--- src/rtl/cr_prefix_fe_ctlr_pkg.sv ---
// Shared types and constants for the prefix-engine feature-extraction controller.
package cr_prefix_fe_ctlr_pkg;

    localparam int unsigned FE_MAX_BYTES = 4096;
    localparam int unsigned FE_WIN_BYTES = 1024;
    localparam int unsigned FE_NUM_WIN   = 4;

    typedef enum logic [1:0] {
        STREAM,
        EODB,
        DRAIN,
        REPORT
    } fe_ctlr_state_e;

    typedef struct packed {
        logic [12:0] nbytes;
        logic [2:0]  nwin;
        logic        trunc;
        logic        err;
    } fe_ctlr_rpt_t;

endpackage

--- src/rtl/cr_prefix_fe_ctlr_mask.sv ---
// Combinational per-word mask logic: effective (truncated) mask, its popcount,
// truncation hit and partial-mask detection.
module cr_prefix_fe_ctlr_mask
    import cr_prefix_fe_ctlr_pkg::*;
#(
    parameter int unsigned MAX_BYTES = FE_MAX_BYTES
) (
    input  logic [7:0]  in_vbytes,
    input  logic [12:0] byte_cnt,
    output logic [7:0]  eff_vbytes,
    output logic [3:0]  eff_cnt,
    output logic        trunc_hit,
    output logic        partial
);

    logic [13:0] room;

    // Bytes are kept in lane order until the remaining room is used up.
    always_comb begin
        eff_vbytes = '0;
        eff_cnt    = '0;
        trunc_hit  = 1'b0;
        room       = 14'(MAX_BYTES) - {1'b0, byte_cnt};
        for (int unsigned i = 0; i < 8; i++) begin
            if (in_vbytes[i]) begin
                if ({10'b0, eff_cnt} < room) begin
                    eff_vbytes[i] = 1'b1;
                    eff_cnt       = eff_cnt + 4'd1;
                end else begin
                    trunc_hit = 1'b1;
                end
            end
        end
    end

    assign partial = (in_vbytes != '1);

endmodule

--- src/rtl/cr_prefix_fe_ctlr.sv ---
// Feature-extraction counter group sequencer: streams words, pulses EODB, drains,
// then reports block length. Optional stats ports under CR_PREFIX_FE_CTLR_STATS_EN.
module cr_prefix_fe_ctlr
    import cr_prefix_fe_ctlr_pkg::*;
#(
    parameter int unsigned MAX_BYTES = FE_MAX_BYTES,
    parameter int unsigned WIN_BYTES = FE_WIN_BYTES,
    parameter int unsigned DRAIN_CYC = 2
) (
    input  logic        clk,
    input  logic        rst_n,
    input  logic        in_valid,
    output logic        in_ready,
    input  logic [63:0] in_data,
    input  logic [7:0]  in_vbytes,
    input  logic        in_eob,
    output logic [63:0] fe_char_in,
    output logic [7:0]  fe_char_vbytes,
    output logic [1:0]  fe_sel_1k,
    output logic        fe_ctlr_eodb,
    output logic        out_valid,
    input  logic        out_ready,
    output logic [12:0] out_nbytes,
    output logic [2:0]  out_nwin,
    output logic        out_trunc,
    output logic        out_err
`ifdef CR_PREFIX_FE_CTLR_STATS_EN
    ,
    output logic [31:0] stat_blocks,
    output logic [15:0] stat_trunc
`endif
);

    fe_ctlr_state_e state, state_nxt;

    logic [12:0]  byte_cnt;
    logic         trunc_q;
    logic         err_q;
    logic [2:0]   drain_cnt;
    logic         accept;
    logic [7:0]   eff_vbytes;
    logic [3:0]   eff_cnt;
    logic         trunc_hit;
    logic         partial;
    logic [12:0]  win_idx;
    logic [1:0]   sel_now;
    logic [13:0]  nwin_full;
    fe_ctlr_rpt_t rpt;

    cr_prefix_fe_ctlr_mask #(
        .MAX_BYTES(MAX_BYTES)
    ) u_mask (
        .in_vbytes  (in_vbytes),
        .byte_cnt   (byte_cnt),
        .eff_vbytes (eff_vbytes),
        .eff_cnt    (eff_cnt),
        .trunc_hit  (trunc_hit),
        .partial    (partial)
    );

    always_ff @(posedge clk) begin
        if (!rst_n) state <= STREAM;
        else        state <= state_nxt;
    end

    always_comb begin
        state_nxt = state;
        in_ready  = 1'b0;
        out_valid = 1'b0;
        case (state)
            STREAM: begin
                in_ready = 1'b1;
                if (in_valid && in_eob) state_nxt = EODB;
            end
            EODB:   state_nxt = DRAIN;
            DRAIN:  if (drain_cnt == '0) state_nxt = REPORT;
            REPORT: begin
                out_valid = 1'b1;
                if (out_ready) state_nxt = STREAM;
            end
            default: state_nxt = STREAM;
        endcase
    end

    assign accept  = in_valid && in_ready;
    assign win_idx = byte_cnt / 13'(WIN_BYTES);
    assign sel_now = (win_idx > 13'd3) ? 2'd3 : win_idx[1:0];

    // The group sees data one cycle after accept, so the EODB pulse is also
    // registered to land after the last word's byte mask.
    always_ff @(posedge clk) begin
        if (!rst_n) begin
            fe_char_in     <= '0;
            fe_char_vbytes <= '0;
            fe_sel_1k      <= '0;
            fe_ctlr_eodb   <= 1'b0;
            byte_cnt       <= '0;
            trunc_q        <= 1'b0;
            err_q          <= 1'b0;
            drain_cnt      <= '0;
        end else begin
            fe_ctlr_eodb   <= (state == EODB);
            fe_char_vbytes <= '0;
            if (accept) begin
                fe_char_in     <= in_data;
                fe_char_vbytes <= eff_vbytes;
                fe_sel_1k      <= sel_now;
                byte_cnt       <= byte_cnt + 13'(eff_cnt);
                if (trunc_hit)           trunc_q <= 1'b1;
                if (partial && !in_eob)  err_q   <= 1'b1;
            end
            if (state == EODB)
                drain_cnt <= 3'(DRAIN_CYC - 1);
            else if (state == DRAIN && drain_cnt != '0)
                drain_cnt <= drain_cnt - 3'd1;
            if (out_valid && out_ready) begin
                byte_cnt <= '0;
                trunc_q  <= 1'b0;
                err_q    <= 1'b0;
            end
        end
    end

    assign nwin_full   = ({1'b0, byte_cnt} + 14'(WIN_BYTES - 1)) / 14'(WIN_BYTES);
    assign rpt.nbytes  = byte_cnt;
    assign rpt.nwin    = (nwin_full > 14'd4) ? 3'd4 : nwin_full[2:0];
    assign rpt.trunc   = trunc_q;
    assign rpt.err     = err_q;

    assign out_nbytes = out_valid ? rpt.nbytes : '0;
    assign out_nwin   = out_valid ? rpt.nwin   : '0;
    assign out_trunc  = out_valid && rpt.trunc;
    assign out_err    = out_valid && rpt.err;

`ifdef CR_PREFIX_FE_CTLR_STATS_EN
    always_ff @(posedge clk) begin
        if (!rst_n) begin
            stat_blocks <= '0;
            stat_trunc  <= '0;
        end else if (out_valid && out_ready) begin
            stat_blocks <= stat_blocks + 32'd1;
            if (trunc_q) stat_trunc <= stat_trunc + 16'd1;
        end
    end
`endif

endmodule

--- config.mk ---
export PLATFORM = sky130hd
export DESIGN_NAME = cr_prefix_fe_ctlr
export DESIGN_NICKNAME = d
export VERILOG_FILES = /design/src/rtl/cr_prefix_fe_ctlr_pkg.sv /design/src/rtl/cr_prefix_fe_ctlr_mask.sv /design/src/rtl/cr_prefix_fe_ctlr.sv
export SDC_FILE = /design/constraint.sdc
export NUM_CORES = 1
export LEC_CHECK = 0
export CORE_AREA = 2 2 137 172
export CTS_CLUSTER_DIAMETER = 80
export DETAILED_ROUTE_END_ITERATION = 10
export DIE_AREA = 0 0 139 174
export MAX_ROUTING_LAYER = met4
export PLACE_DENSITY = 0.52
export SLEW_MARGIN = 20
export SYNTH_ARGS = -nofsm -noshare
export SYNTH_HDL_FRONTEND = slang
export SYNTH_HIERARCHICAL = 1
export SYNTH_SLANG_ARGS = --single-unit
--- constraint.sdc ---
create_clock -name clk -period 13.7 [get_ports clk]
set_input_delay 1.37 -clock clk [delete_from_list [all_inputs] [get_ports clk]]
set_output_delay 1.37 -clock clk [all_outputs]
set_load 0.01 [all_outputs]
==> results of run 1 <==
## path summary, 6_finish.rpt
| check | start | to | slack (ns) | cells after the start |
|---|---|---|---|---|
| worst min-delay path | fe_char_in[51] | fe_char_in[51] | 0.46 | 2 |
| worst max-delay path | byte_cnt[0] | byte_cnt[9] | 1.13 | 53 |
| worst max register to register | byte_cnt[0] | byte_cnt[9] | 1.13 | 53 |
| worst min register to register | fe_char_in[51] | fe_char_in[51] | 0.46 | 2 |
## cells by family (layout without fill, tap and decap cells)
| kind of cell | Yosys count | in the layout | synth area share, % |
|---|---|---|---|
| compound gates | 155 | 155 | 21.0 |
| xor+xnor | 18 | 18 | 3.93 |
| fa+ha+maj | 35 | 35 | 8.04 |
| buf+inv | 57 | 217 | 4.22 |
| flops | 95 | 95 | 34.3 |
| mux | 15 | 15 | 3.34 |
| simple gates | 284 | 284 | 25.2 |
## cells in the mapped netlist (all sizes together), types with 2 or more instances
cell type    n
a2111oi      3
a211oi       7
a21boi      66
a21o         5
a21oi       19
a221oi       3
a2bb2oi      2
a31o         3
a31oi        4
and2        20
and3        13
and4         3
buf         10
clkbuf      24
dfxtp       95
ha          34
inv         23
mux2         6
mux2i        9
nand2      157
nand2b       9
nand3       13
nand4        8
nand4b       3
nor2        20
nor2b        5
nor3         6
nor3b        9
nor4         4
o211ai       4
o21a         9
o21ai       20
o22ai        2
o31ai        2
or2          4
or3          5
xnor2       12
xor2         6
## metrics by stage
step | std cells | total power, mW
6_report | 1107 | 1.49
5_1_grt | 1107 | 1.63
4_1_cts | 1105 | 1.50
3_5_place_dp | 1089 | 1.22
3_3_place_gp | 1089 | 1.22
2_1_floorplan | 659 | 0.953
## cell type report
type / count / area, um^2 / area share, %
clock inverters: 7 / 85.1 / 1.08
clock buffers: 9 / 225 / 2.86
repair buffers: 178 / 1760 / 22.3
flip-flops and latches: 95 / 1900 / 24.1
inverters: 23 / 88.8 / 1.13
well taps: 288 / 360 / 4.57
multi-input cells: 507 / 3470 / 43.9
## power groups by stage
stage	Combinational [mW]	Clock (mW)	Sequential [mW]
final	0.858	0.271	0.365
after floorplan	0.569	0	0.384
after global placement	0.849	0	0.371
after global routing	0.958	0.295	0.373
after detailed placement	0.846	0	0.372
after CTS	0.851	0.285	0.366
## sequential cells by signal, indices dropped and copies added (netlist names)
register and count:
drain_cnt 3, fe_ctlr_eodb 1, trunc_q 1, byte_cnt 13, err_q 1, fe_sel_1k 2
fe_char_vbytes 8, state 2, fe_char_in 64
## layout by cell type (no fill, tap or decap), types with 7 or more instances in the layout
cell	synthesis	routed
inv_1	22	22
clkbuf_16	0	9
nand4_1	8	8
nor3b_1	8	7
mux2i_1	7	7
nand2_1	156	155
nand2b_1	9	9
clkdlybuf4s50_1	0	170
dfxtp_1	95	95
xnor2_1	8	7
ha_1	34	34
buf_4	2	7
nand3_1	11	11
and3_1	13	12
and2_1	20	19
nor2_1	20	20
a21boi_0	64	64
o21ai_0	17	17
o21a_1	9	8
a21oi_1	19	19
a211oi_1	7	7
## metal layers
metal	wire, um	part of all wire, %
met3	709	4.3
met4	329	2.0
met2	8550	52
met5	0	0
met1	6940	42
## worst reg2reg max path, delay by kind of cell (launching register included)
| kind | cells | cell delay [ns] |
|---|---|---|
| simple gates | 14 | 2.69 |
| flops | 1 | 0.31 |
| buf+inv | 2 | 0.37 |
| compound gates | 21 | 4.45 |
| mux | 6 | 2.11 |
| fa+ha+maj | 8 | 2.14 |
| xor+xnor | 2 | 0.45 |
## repair_timing
action,4_1_cts,5_1_grt
hold endpoints to repair,0,0
gates resized for setup,0,10
setup buffers,0,2
setup endpoints to repair,0,12
==> impl_metrics.yaml, run 1 <==
run_status:
  status: "finished clean"
synth:
  synth_area_leader_cell: "dfxtp_1"
  synth_top_area_share_pct: 34.3
  ys_ff_latch: 95
  synth-seq-area-share_pct: 34.3
  ys_warn_count: 6
  synthCells: 659
  synth_area_leaders: "dfxtp_1 (34%), nand2_1 (11%), a21boi_0 (8.7%), ha_1 (7.7%), and2_1 (2.3%)"
  synth_edf_count: 0
  ys_types: 71
  syn-cell-area_um2: 5540
  ys_async_sr_fraction_pct: 0
  syn-num-nets: 771
  synth_flop_cell: "dfxtp_1"
  avgSynthCellArea_um2: 8.41
worst_setup_path:
  max_stage_delay_ns: 0.47
  crit_top_cell: "ha_1"
  cp.buffers_inverters: 2
  cp.arrival_ns: 12.87
  slowest_stage: "or4_1"
  critical-path-top-delay-family: "compound AO/OA/AOI/OAI gates"
  worstSetupStartpointType: "register"
  critPathKind: "register to register"
  cp.required_ns: 13.99
  critPathCaptureType: "register"
  critPathMaxFanout: 8
global_route:
  grt_pass1_wl_um: 26400
  met2_usage_pct: 25.3
  antenna_found_initial: 0
  use_met1_pct: 15.3
  grt_pass1_vias: 5009
  grt_usage_pct: 14.0
  grt_overflow: 0
  grt_max_degree: 74
  top_usage_layer: "met2"
  grtUsageMet3_pct: 2.67
detailed_routing:
  wl_um: 16500
  postRouteAntennaNets: 0
  vias: 5131
  viasPerCell: 4.64
  post-route-drc-count: 0
  drt_pass1_iterations: 5
  first_iter_violations: 213
  wl_per_cell_um: 14.9
clock_network:
  cts_hold_buf: 0
  insertion_delay_ns: 0.36
  htree_levels: 3
  cts_buffers: 9
  cts.sink_count: 95
  cts_tree: "yes"
  clock_path_buffers: 2
  cts_root_buf: "clkbuf_16"
  cts.clk_slew.worst_paths_ns: 0.09
timing:
  finalHoldViolCount: 0
  slew_violations: 0
  clock_skew_ns: 0.0158
  fin_ws_ns: 1.13
  min_period_ns: 12.57
  setup_tns_ns: 0
  post-route-period-util_pct: 91.8
  report.final.setup_viol: 0
  fmax_ghz: 0.0795
  worst_pin_slew_ns: 0.755
  timing.hold.ws_ns: 0.462
  slew_headroom_pct: 49.7
  rsz0062_at_grt: "no"
place:
  dp_slack_ns: 0.516
  dpl-instance-area_um2: 7510
  portBuffers: 171
  hpwl_um: 11900
  gp_congestion: 0.834
cells_and_area:
  fin_util_pct: 34.8
  diodes: 0
  num-nets-final: 926
  layout-drive-gt1-share_pct: 8.18
  design_area_um2: 7890
  fillCellCount: 2372
  area_delta_synth_final_pct: 42.3
floorplanning:
  row_count: 62
  start_util_pct: 24.5
  dieHeight_um: 174
  num_io_pins: 172
  dieArea_um2: 24200
  core_um2: 22700
  fp.dieW_um: 139
pwr:
  p_clk_share_pct: 18.2
  power_per_cell_area_nw_per_um2: 189
  ir_drop_mv: 0.0853
  pwr-share-comb_pct: 57.4
  switching_share_pct: 42.3
  p_sw_mw: 0.632
  pwr-share-seq_pct: 24.4
  internal_power_mw: 0.862
  leakagePower_nw: 2.96
run:
  maxCapViolCount: 0
worst_hold_path:
  min_path_type: "register to register"
Power figures use the tool's default switching activity.
==> inputs of run 2 (changes only) <==
==> constraint.sdc (replaced) <==
create_clock -name clk -period 14.4 [get_ports clk]
set_input_delay 1.44 -clock clk [delete_from_list [all_inputs] [get_ports clk]]
set_output_delay 1.44 -clock clk [all_outputs]
set_load 0.1 [all_outputs]
==> impl_metrics.yaml, run 2 (synthesis gave the netlist of run 1 again) <==
run_status:
  status: "finished clean"
detailed_routing:
  wl_per_cell_um: 15.0
  viasPerCell: 4.61
  wl_um: 16600
  drt_pass1_iterations: 4
  first_iter_violations: 192
  post-route-drc-count: 0
  postRouteAntennaNets: 0
  vias: 5091
place:
  gp_congestion: 0.857
  dpl-instance-area_um2: 7500
  hpwl_um: 12000
  portBuffers: 171
global_route:
  grt_pass1_vias: 4948
  antenna_found_initial: 0
  grt_max_degree: 73
  grt_usage_pct: 13.9
  grt_pass1_wl_um: 26500
  grt_overflow: 0
worst_setup_path:
  worstSetupStartpointType: "register"
  critPathMaxFanout: 12
  cp.depth: 53
  crit_top_cell: "ha_1"
  cp.buffers_inverters: 2
  max_stage_delay_ns: 0.49
  slowest_stage: "a2111oi_2"
  cp.required_ns: 14.68
  critPathKind: "register to register"
  rr_startpoint: "byte_cnt[0]"
  cp.arrival_ns: 13.37
  critPathCaptureType: "register"
  ff2ff_setup_slack_ns: 1.32
  critical-path-top-delay-family: "compound AO/OA/AOI/OAI gates"
  cp-endpoint: "byte_cnt[9]"
  worstSetupStartpoint: "byte_cnt[0]"
  r2r_cells: 53
  r2r_end: "byte_cnt[9]"
clock_network:
  htree_levels: 3
  cts_buffers: 9
  clock_path_buffers: 2
  insertion_delay_ns: 0.35
  cts_tree: "yes"
  cts.sink_count: 95
  cts.clk_slew.worst_paths_ns: 0.08
  cts_root_buf: "clkbuf_16"
  cts_hold_buf: 0
timing:
  slew_violations: 0
  clock_skew_ns: 0.00917
  setup_tns_ns: 0
  post-route-period-util_pct: 90.9
  rsz0062_at_grt: "no"
  finalHoldViolCount: 0
  min_period_ns: 13.08
  slew_headroom_pct: 30.0
  worst_pin_slew_ns: 1.05
  fmax_ghz: 0.0764
  report.final.setup_viol: 0
pwr:
  p_total_mw: 1.69
  ir_drop_mv: 0.0849
  power_per_cell_area_nw_per_um2: 216
  leakagePower_nw: 2.92
cells_and_area:
  diodes: 0
  layout_common_cells: "clkdlybuf4s50_1 (170), nand2_1 (155), dfxtp_1 (94)"
  area_delta_synth_final_pct: 40.8
  layout_commonest_cell: "clkdlybuf4s50_1"
  design_area_um2: 7810
  num-nets-final: 923
  largest_register_ffs: 64
  layout-drive-gt1-share_pct: 7.23
  largest-register: "fe_char_in"
  top_regs: "fe_char_in (64), byte_cnt (13), fe_char_vbytes (8)"
floorplanning:
  num_io_pins: 172
  row_count: 62
  core_um2: 22700
  dieArea_um2: 24200
  dieHeight_um: 174
  start_util_pct: 24.5
  fp.dieW_um: 139
run:
  maxCapViolCount: 0
worst_hold_path:
  min_path_type: "register to register"
run 2: changes by cell type in the layout (fill, tap and decap cells not counted), sizes merged:
cell and delta:
clkinv +1, buf -3, inv -1, bufinv -1, clkinvlp +1
run 2: routing by layer:
layer | part of all wire (%) | track usage [%]
met3 | 4.0 | 2.45
met4 | 2.5 | 5.64
met1 | 44 | 16.2
met5 | 0 | -
met2 | 49 | 23.7
run 2: through the flow:
| stage | cells | hold WS (ns) | utilization [%] | setup WS (ns) |
|---|---|---|---|---|
| floorplan | 659 | 0.428 | - | 2.56 |
| global placement | 1088 | 0.445 | 33.1 | 1.35 |
| detailed placement | 1088 | 0.452 | 33.1 | 1.01 |
| CTS | 1104 | 0.469 | 34.4 | 0.947 |
| global route | 1104 | 0.486 | 34.5 | 0.126 |
| finish | 1104 | 0.464 | 34.5 | 1.32 |
run 2: worst min-delay path by stage:
stage                   startpoint        endpoint  slack (ns)  cells past startpoint
CTS                 fe_char_in[26]  fe_char_in[26]        0.47                      2
floorplan                    err_q           err_q        0.43                      2
global placement           trunc_q         trunc_q        0.45                      2
finish              fe_char_in[39]  fe_char_in[39]        0.46                      2
global route        fe_char_in[25]  fe_char_in[25]        0.49                      2
detailed placement         trunc_q         trunc_q        0.45                      2
run 2: tightest hold or removal path, cell delays in order, from the launching register on:
cell and delay (ns):
dfxtp_1 0.31, nand2_1 0.04, a21boi_0 0.06
run 2: final cells by class:
type                            count  area, um^2
Fill cell                        2444       14800
Multi-Input combinational cell    507        3420
Sequential cell                    95        1900
Timing Repair Buffer              175        1740
Tap cell                          288         360
Clock buffer                        9         225
Inverter                           23        88.8
Clock inverter                      7        75.1
run 2: power by group:
part / switching (mW) / leakage [nW] / internal (mW) / total, mW
clock: 0.121 / 0.144 / 0.123 / 0.245
sequential: 0.0375 / 0.778 / 0.314 / 0.351
combinational: 0.737 / 2.00 / 0.357 / 1.09
total: 0.896 / 2.92 / 0.794 / 1.69
run 2: repair_timing:
item,4_1_cts,5_1_grt
resized for setup,0,3
buffers inserted,0,0
setup endpoints to repair,0,9
